==> src/rtl/register_file.sv <==
// register_file: one synchronous write port, two independent combinational read ports.
// Latency: a write lands at the rising clk edge, and reads are combinational (0 cycles).
// Backpressure: none; every enabled write completes in one cycle. rst clears all registers asynchronously.
module register_file #(
  parameter int DATA_WIDTH    = 32,
  parameter int NUM_REGISTERS = 32,
  parameter bit ZERO_REG      = 1'b1,
  parameter bit WRITE_BYPASS  = 1'b0,
  localparam int AW           = $clog2(NUM_REGISTERS)
) (
  input  logic                  clk,
  input  logic                  rst,
  input  logic                  write,
  input  logic [AW-1:0]         reg_wr,
  input  logic [DATA_WIDTH-1:0] data_in,
  input  logic [AW-1:0]         reg_rd0,
  input  logic [AW-1:0]         reg_rd1,
  output logic [DATA_WIDTH-1:0] data_out0,
  output logic [DATA_WIDTH-1:0] data_out1
);

  localparam int AWP = AW + 1;

  logic [DATA_WIDTH-1:0] regs [NUM_REGISTERS];

  // Extra top bit keeps the compare exact when NUM_REGISTERS is a power of two.
  logic wr_in_range, rd0_in_range, rd1_in_range;
  assign wr_in_range  = {1'b0, reg_wr}  < AWP'(NUM_REGISTERS);
  assign rd0_in_range = {1'b0, reg_rd0} < AWP'(NUM_REGISTERS);
  assign rd1_in_range = {1'b0, reg_rd1} < AWP'(NUM_REGISTERS);

  // Hardwired x0 only when ZERO_REG is set.
  logic wr_is_x0, rd0_is_x0, rd1_is_x0;
  assign wr_is_x0  = ZERO_REG && (reg_wr  == '0);
  assign rd0_is_x0 = ZERO_REG && (reg_rd0 == '0);
  assign rd1_is_x0 = ZERO_REG && (reg_rd1 == '0);

  // A write is effective only outside reset, in range and not to hardwired x0.
  // The same qualifier gates bypass, so discarded writes are never forwarded.
  logic wr_en;
  assign wr_en = write && !rst && wr_in_range && !wr_is_x0;

  // Storage: async clear, then one register updated per enabled write.
  always_ff @(posedge clk or posedge rst) begin
    if (rst) begin
      for (int i = 0; i < NUM_REGISTERS; i++) begin
        regs[i] <= '0;
      end
    end else if (wr_en) begin
      regs[reg_wr] <= data_in;
    end
  end

  // Read port 0: bypassed write data, stored value, or zero for x0/out-of-range.
  always_comb begin
    data_out0 = '0;
    if (WRITE_BYPASS && wr_en && (reg_rd0 == reg_wr)) begin
      data_out0 = data_in;
    end else if (rd0_in_range && !rd0_is_x0) begin
      data_out0 = regs[reg_rd0];
    end
  end

  // Read port 1: same selection as port 0, fully independent index.
  always_comb begin
    data_out1 = '0;
    if (WRITE_BYPASS && wr_en && (reg_rd1 == reg_wr)) begin
      data_out1 = data_in;
    end else if (rd1_in_range && !rd1_is_x0) begin
      data_out1 = regs[reg_rd1];
    end
  end

endmodule

==> config.mk <==
export PLATFORM = sky130hd
export DESIGN_NAME = register_file
export DESIGN_NICKNAME = d
export VERILOG_FILES = /design/src/rtl/register_file.sv
export SDC_FILE = /design/constraint.sdc
export NUM_CORES = 2
export LEC_CHECK = 0
export ABC_CLOCK_PERIOD_IN_PS = 62800
export CAP_MARGIN = 10
export CORE_ASPECT_RATIO = 0.8
export CORE_UTILIZATION = 50
export CTS_CLUSTER_SIZE = 14
export DETAILED_ROUTE_END_ITERATION = 7
export GPL_TIMING_DRIVEN = 1
export PLACE_DENSITY = 0.66
export REMOVE_ABC_BUFFERS = 1
export SYNTH_ARGS = -nofsm -noshare
export SYNTH_HDL_FRONTEND = slang
export SYNTH_SLANG_ARGS = --single-unit
==> constraint.sdc <==
create_clock -name clk -period 62.8 [get_ports clk]
set_clock_uncertainty 0.05 [all_clocks]
set_input_delay 15.7 -clock clk [delete_from_list [all_inputs] [get_ports clk]]
set_output_delay 15.7 -clock clk [all_outputs]
set_load 0.01 [all_outputs]
# After elaboration in Yosys (flattened, before gate mapping)

Index checks and enable logic that the tools add are counted.

Muxes and demuxes: 11
Reductions and logical operators: 8
$lt $le $gt $ge: 4
Bitwise gates (word level): 3

Operators with widths:

| cell                 | number |
|---|---|
| $bwmux W1024         | 1 |
| $bmux W32 S5         | 2 |
| $mux W32             | 7 |
| $demux W32 S5        | 1 |
| $ge A6 B6 Y1 const B | 3 |
| $not A5 Y6           | 3 |
| $logic_not A5 Y1     | 3 |
| $lt A6 B1 Y1 const B | 1 |
| $logic_and A1 B1 Y1  | 3 |
| $logic_not A1 Y1     | 2 |

Word-level logic and storage cells: 58
Output and inout port bits: 64
Input port bits: 50
Flip-flop bits (word level): 1,024

# Longest topological paths before layout

Word-level depth: 6
Depth in mapped cells: 7
Mapped depth without buffers: 4

# Worst setup path before layout

No wires, ideal clock.

Path type: input port to output port
Start point: input reg_rd1[0]
End point: output data_out1[10]
Stages on the path: 7
Path slack: 29,995 ps
Path buffers: 4
Arrival: 17,055 ps
Data required time: 47,050 ps
Cell sequence: buf_4 -> inv_2 -> buf_2 -> buf_6 -> clkbuf_1 -> o2111ai_1 -> a311oi_1

Cells in the longest elaborated chain, start to end: 5
Elaborated cells between the ends (all ways): 6
Those cells by class: mux: 4; bitwise: 1; reduce/logical: 1

Ends and longest elaborated chain:

| element                                      | RTL line | source |
|---|---|---|
| start: declaration                           | 17       | `input logic [AW-1:0] reg_rd1,` |
| $not A5 Y6 (implied by the code)             | 70       | `data_out1 = regs[reg_rd1];` |
| $bmux W32 S5                                 | 70       |  |
| $mux W32 (implied by the code) (2 in series) | 70       |  |
| $mux W32 *                                   | 69       | `end else if (rd1_in_range && !rd1_is_x0) begin` |
| end: declaration                             | 19       | `output logic [DATA_WIDTH-1:0] data_out1` |

Every way passes the cells marked *; elsewhere a longest branch is shown, timed or not. The select of a mux whose other input is x is not followed.

# Final worst setup path

Start point: input reg_rd0[2]
End point: output data_out0[2]

Cells in the longest elaborated chain, start to end: 5
Elaborated cells between the ends (all ways): 6
Those cells by class: mux: 4; bitwise: 1; reduce/logical: 1

Ends and longest elaborated chain:

| element                                      | RTL line | source |
|---|---|---|
| start: declaration                           | 16       | `input logic [AW-1:0] reg_rd0,` |
| $not A5 Y6 (implied by the code)             | 60       | `data_out0 = regs[reg_rd0];` |
| $bmux W32 S5                                 | 60       |  |
| $mux W32 (implied by the code) (2 in series) | 60       |  |
| $mux W32 *                                   | 59       | `end else if (rd0_in_range && !rd0_is_x0) begin` |
| end: declaration                             | 18       | `output logic [DATA_WIDTH-1:0] data_out0,` |

Marks and branches as above.

==> impl_metrics.sql <==
INSERT INTO impl_metrics (metric_group, metric, value, unit) VALUES
('synth', 'synth_ff_type', 'sky130_fd_sc_hd__dfrtp_1', ''),
('setup_path', 'r2r_setup_slack', '61.91', 'ns'),
('clock_network', 'holdBufCountCts', '0', ''),
('route', 'wl', '176', 'mm'),
('global_routing', 'antenna_found_initial', '4', ''),
('synth', 'synth_area_per_cell', '15.1', 'um^2'),
('synth', 'most_common_cell_in_the_synthesized_netlist', 'sky130_fd_sc_hd__dfrtp_1', ''),
('setup_path', 'worstSetupEndpointType', 'output port', ''),
('setup_path', 'crit_chain', 'buf_8 > buf_4 > buf_4 > or4_4 > o21ai_1 > a311oi_1 > clkdlybuf4s50_1', ''),
('synth', 'post_synth_num_cell_types', '39', ''),
('timing', 'max_freq', '0.0274', 'GHz'),
('clock_network', 'clk_latency', '0.71', 'ns'),
('placement', 'hpwlAfterDp', '96.7', 'mm'),
('clock_network', 'cts.clk_slew.worst_paths', '0.06', 'ns'),
('synth', 'synthDominantCellAreaShare', '46.8', '%'),
('global_routing', 'grt_util_all_layers', '32.3', '%'),
('synth', 'number_of_standard_cells_after_synthesis', '3616', ''),
('route', 'wl_per_cell', '35.2', 'um'),
('synth', 'number_of_flops_mapped_to_enable_cells_by_yosys', '0', ''),
('hold_path', 'critical_hold_path_startpoint', 'regs[997]$_DFFE_PP0P_', ''),
('global_routing', 'globalRoute.totalOverflow', '0', ''),
('synth', 'synth.area.top_cells', 'sky130_fd_sc_hd__dfrtp_1, sky130_fd_sc_hd__mux2_2, sky130_fd_sc_hd__mux4_2', ''),
('layout', 'multi_input_comb_area', '27000', 'um^2'),
('layout', 'seq_area', '25600', 'um^2'),
('clock_network', 'clk_path_buf_depth', '3', ''),
('die', 'fp.dieH', '298', 'um'),
('die', 'initial_core_util', '50.5', '%'),
('route', 'vias_per_cell', '7.07', ''),
('route', 'dr.pass1.iters', '7', ''),
('layout', 'fill_cells', '8522', ''),
('layout', 'diodes', '0', ''),
('die', 'floorplan.die_area', '111000', 'um^2'),
('global_routing', 'vias_in_the_first_global_route', '37400', ''),
('placement', 'dpl_worst_slack', '26.62', 'ns'),
('placement', 'routability_cong', '0.818', ''),
('layout', 'registers.top_by_ff_count', 'regs', ''),
('timing', 'final-max-slew-violation-count', '0', ''),
('pwr', 'ir_drop', '0.0241', 'mV'),
('synth', 'synth.cells.most_frequent', 'sky130_fd_sc_hd__dfrtp_1, sky130_fd_sc_hd__mux2_2, sky130_fd_sc_hd__mux4_2, sky130_fd_sc_hd__clkbuf_1, sky130_fd_sc_hd__buf_2', ''),
('setup_path', 'cp_slowest_cell', 'sky130_fd_sc_hd__a311oi_1', ''),
('pwr', 'sw_frac_of_total', '26.6', '%'),
('job', 'maxCapViolCount', '0', ''),
('die', 'floorplan.io_pins', '114', ''),
('synth', 'yosys_register_bits', '1024', ''),
('status', 'outcome', 'completed', ''),
('setup_path', 'worst_setup_path_start_kind', 'input pin', ''),
('timing', 'unrepaired_setup_endpoints_after_global_routing', 'no', ''),
('global_routing', 'grt_start_max_net_pins', '199', ''),
('setup_path', 'crit_path_buf_inv_count', '4', ''),
('timing', 'final-setup-viol-count', '0', ''),
('clock_network', 'cts.sink_count', '1024', ''),
('timing', 'worst-slew-pin-transition', '1.30', 'ns'),
('clock_network', 'cts_tree', 'yes', ''),
('die', 'die_width', '372', 'um'),
('timing', 'timing.max_slew.rel_slack', '13.2', '%'),
('setup_path', 'timing.rr.start', 'regs[6]$_DFFE_PP0P_', ''),
('setup_path', 'crit_path_frequent_cell', 'sky130_fd_sc_hd__buf_4', ''),
('clock_network', 'cts_root_buf', 'sky130_fd_sc_hd__clkbuf_16', ''),
('setup_path', 'worst_r2r_endpoint', 'regs[6]$_DFFE_PP0P_', ''),
('timing', 'fin_crit_sh', '58.1', '%'),
('route', 'detail_route.iter0.violations', '3785', ''),
('route', 'post-route-drc-count', '0', ''),
('layout', 'drive_above_1_share', '48.9', '%'),
('pwr', 'power_frac_seq', '45.8', '%'),
('timing', 'fin_setup_tns', '0', 'ns'),
('setup_path', 'worst-path-max-fanout', '94', ''),
('pwr', 'power_density', '29.5', 'nW/um^2'),
('pwr', 'power_frac_clock', '37.6', '%'),
('global_routing', 'global_route_wire_length_before_repair', '260', 'mm'),
('setup_path', 'critical-path-max-stage-delay', '0.91', 'ns'),
('timing', 'fin_crit', '36.47', 'ns');
## cells in the final DEF (no fill, tap or decap), types with 4 or more instances in the layout
cell type,instances
sky130_fd_sc_hd__buf_12,4
sky130_fd_sc_hd__mux4_2,448
sky130_fd_sc_hd__clkbuf_1,16
sky130_fd_sc_hd__mux2_2,980
sky130_fd_sc_hd__a211oi_1,64
sky130_fd_sc_hd__nand3b_1,4
sky130_fd_sc_hd__o2111ai_1,18
sky130_fd_sc_hd__buf_2,4
sky130_fd_sc_hd__a221oi_1,46
sky130_fd_sc_hd__o21ai_1,97
sky130_fd_sc_hd__clkbuf_16,109
sky130_fd_sc_hd__nand2_1,38
sky130_fd_sc_hd__a311oi_1,64
sky130_fd_sc_hd__clkinvlp_4,4
sky130_fd_sc_hd__mux2_1,76
sky130_fd_sc_hd__clkdlybuf4s50_1,103
sky130_fd_sc_hd__nor2b_4,4
sky130_fd_sc_hd__clkinv_2,23
sky130_fd_sc_hd__buf_4,79
sky130_fd_sc_hd__nand2_2,15
sky130_fd_sc_hd__o21ai_0,13
sky130_fd_sc_hd__a22oi_1,64
sky130_fd_sc_hd__mux2i_1,128
sky130_fd_sc_hd__buf_8,4
sky130_fd_sc_hd__nor2b_1,64
sky130_fd_sc_hd__bufinv_16,8
sky130_fd_sc_hd__nor2_4,18
sky130_fd_sc_hd__clkbuf_8,30
sky130_fd_sc_hd__dfrtp_1,1024
## power groups by stage
stage / logic [W] / clock network (W) / registers, W
floorplan: 0.000200 / 0 / 0.000798
global placement: 0.000281 / 0 / 0.000807
detailed placement: 0.000291 / 0 / 0.000819
CTS: 0.000292 / 0.000674 / 0.000807
global route: 0.000311 / 0.000701 / 0.000819
finish: 0.000292 / 0.000666 / 0.000810
## how the worst max path moves through the flow
stage                     startpoint             endpoint  slack [ns]  cells past startpoint
final                     reg_rd0[2]         data_out0[2]       26.33                      7
after global routing      reg_rd0[1]         data_out0[9]       26.27                      8
after CTS                 reg_rd0[1]        data_out0[29]       26.60                      9
after detailed placement  reg_rd0[2]         data_out0[2]       26.62                      8
after global placement    reg_rd0[2]         data_out0[2]       26.60                      8
after floorplan                  rst  regs[0]$_DFFE_PP0P_       18.23                      1
## layout make-up
class | count | share of cell area (%)
clock buffer | 155 | 5.34
clock inverter | 41 | 0.787
inverter | 4 | 0.0418
multi-input combinational | 2165 | 45.0
sequential | 1024 | 42.8
tap | 1430 | 2.99
timing repair buffer | 196 | 3.02
## routing by layer
| layer | GRT usage, % | routed length (um) | vias to the layer above | share of wire (%) |
|---|---|---|---|---|
| met5 | 0 | 48 | - | 0.027 |
| met4 | 12.1 | 7460 | 8 | 4.2 |
| met3 | 8.81 | 17500 | 486 | 9.9 |
| met1 | 45.7 | 71900 | 19200 | 41 |
| li1 | - | - | 13800 | - |
| met2 | 47.7 | 79500 | 1935 | 45 |
## stage by stage
step	instance area (um^2)	total power (W)	instances	hold WS, ns
after CTS	59900	0.00177	5015	0.348
after detailed placement	56200	0.00111	4819	0.333
final	59900	0.00177	5015	0.346
after floorplan	52500	0.000998	3193	0.315
after global routing	59900	0.00183	5015	0.362
after global placement	56200	0.00109	4819	0.326
## cells by family (layout without fill, tap and decap cells)
family          after synthesis  in the layout  synth area share, %
simple gates                167            167                 1.69
mux                        1632           1632                 42.5
buf+inv                     427            396                 4.22
flops                      1024           1024                 46.8
compound gates              366            366                 4.81
Power figures use the tool's default switching activity.
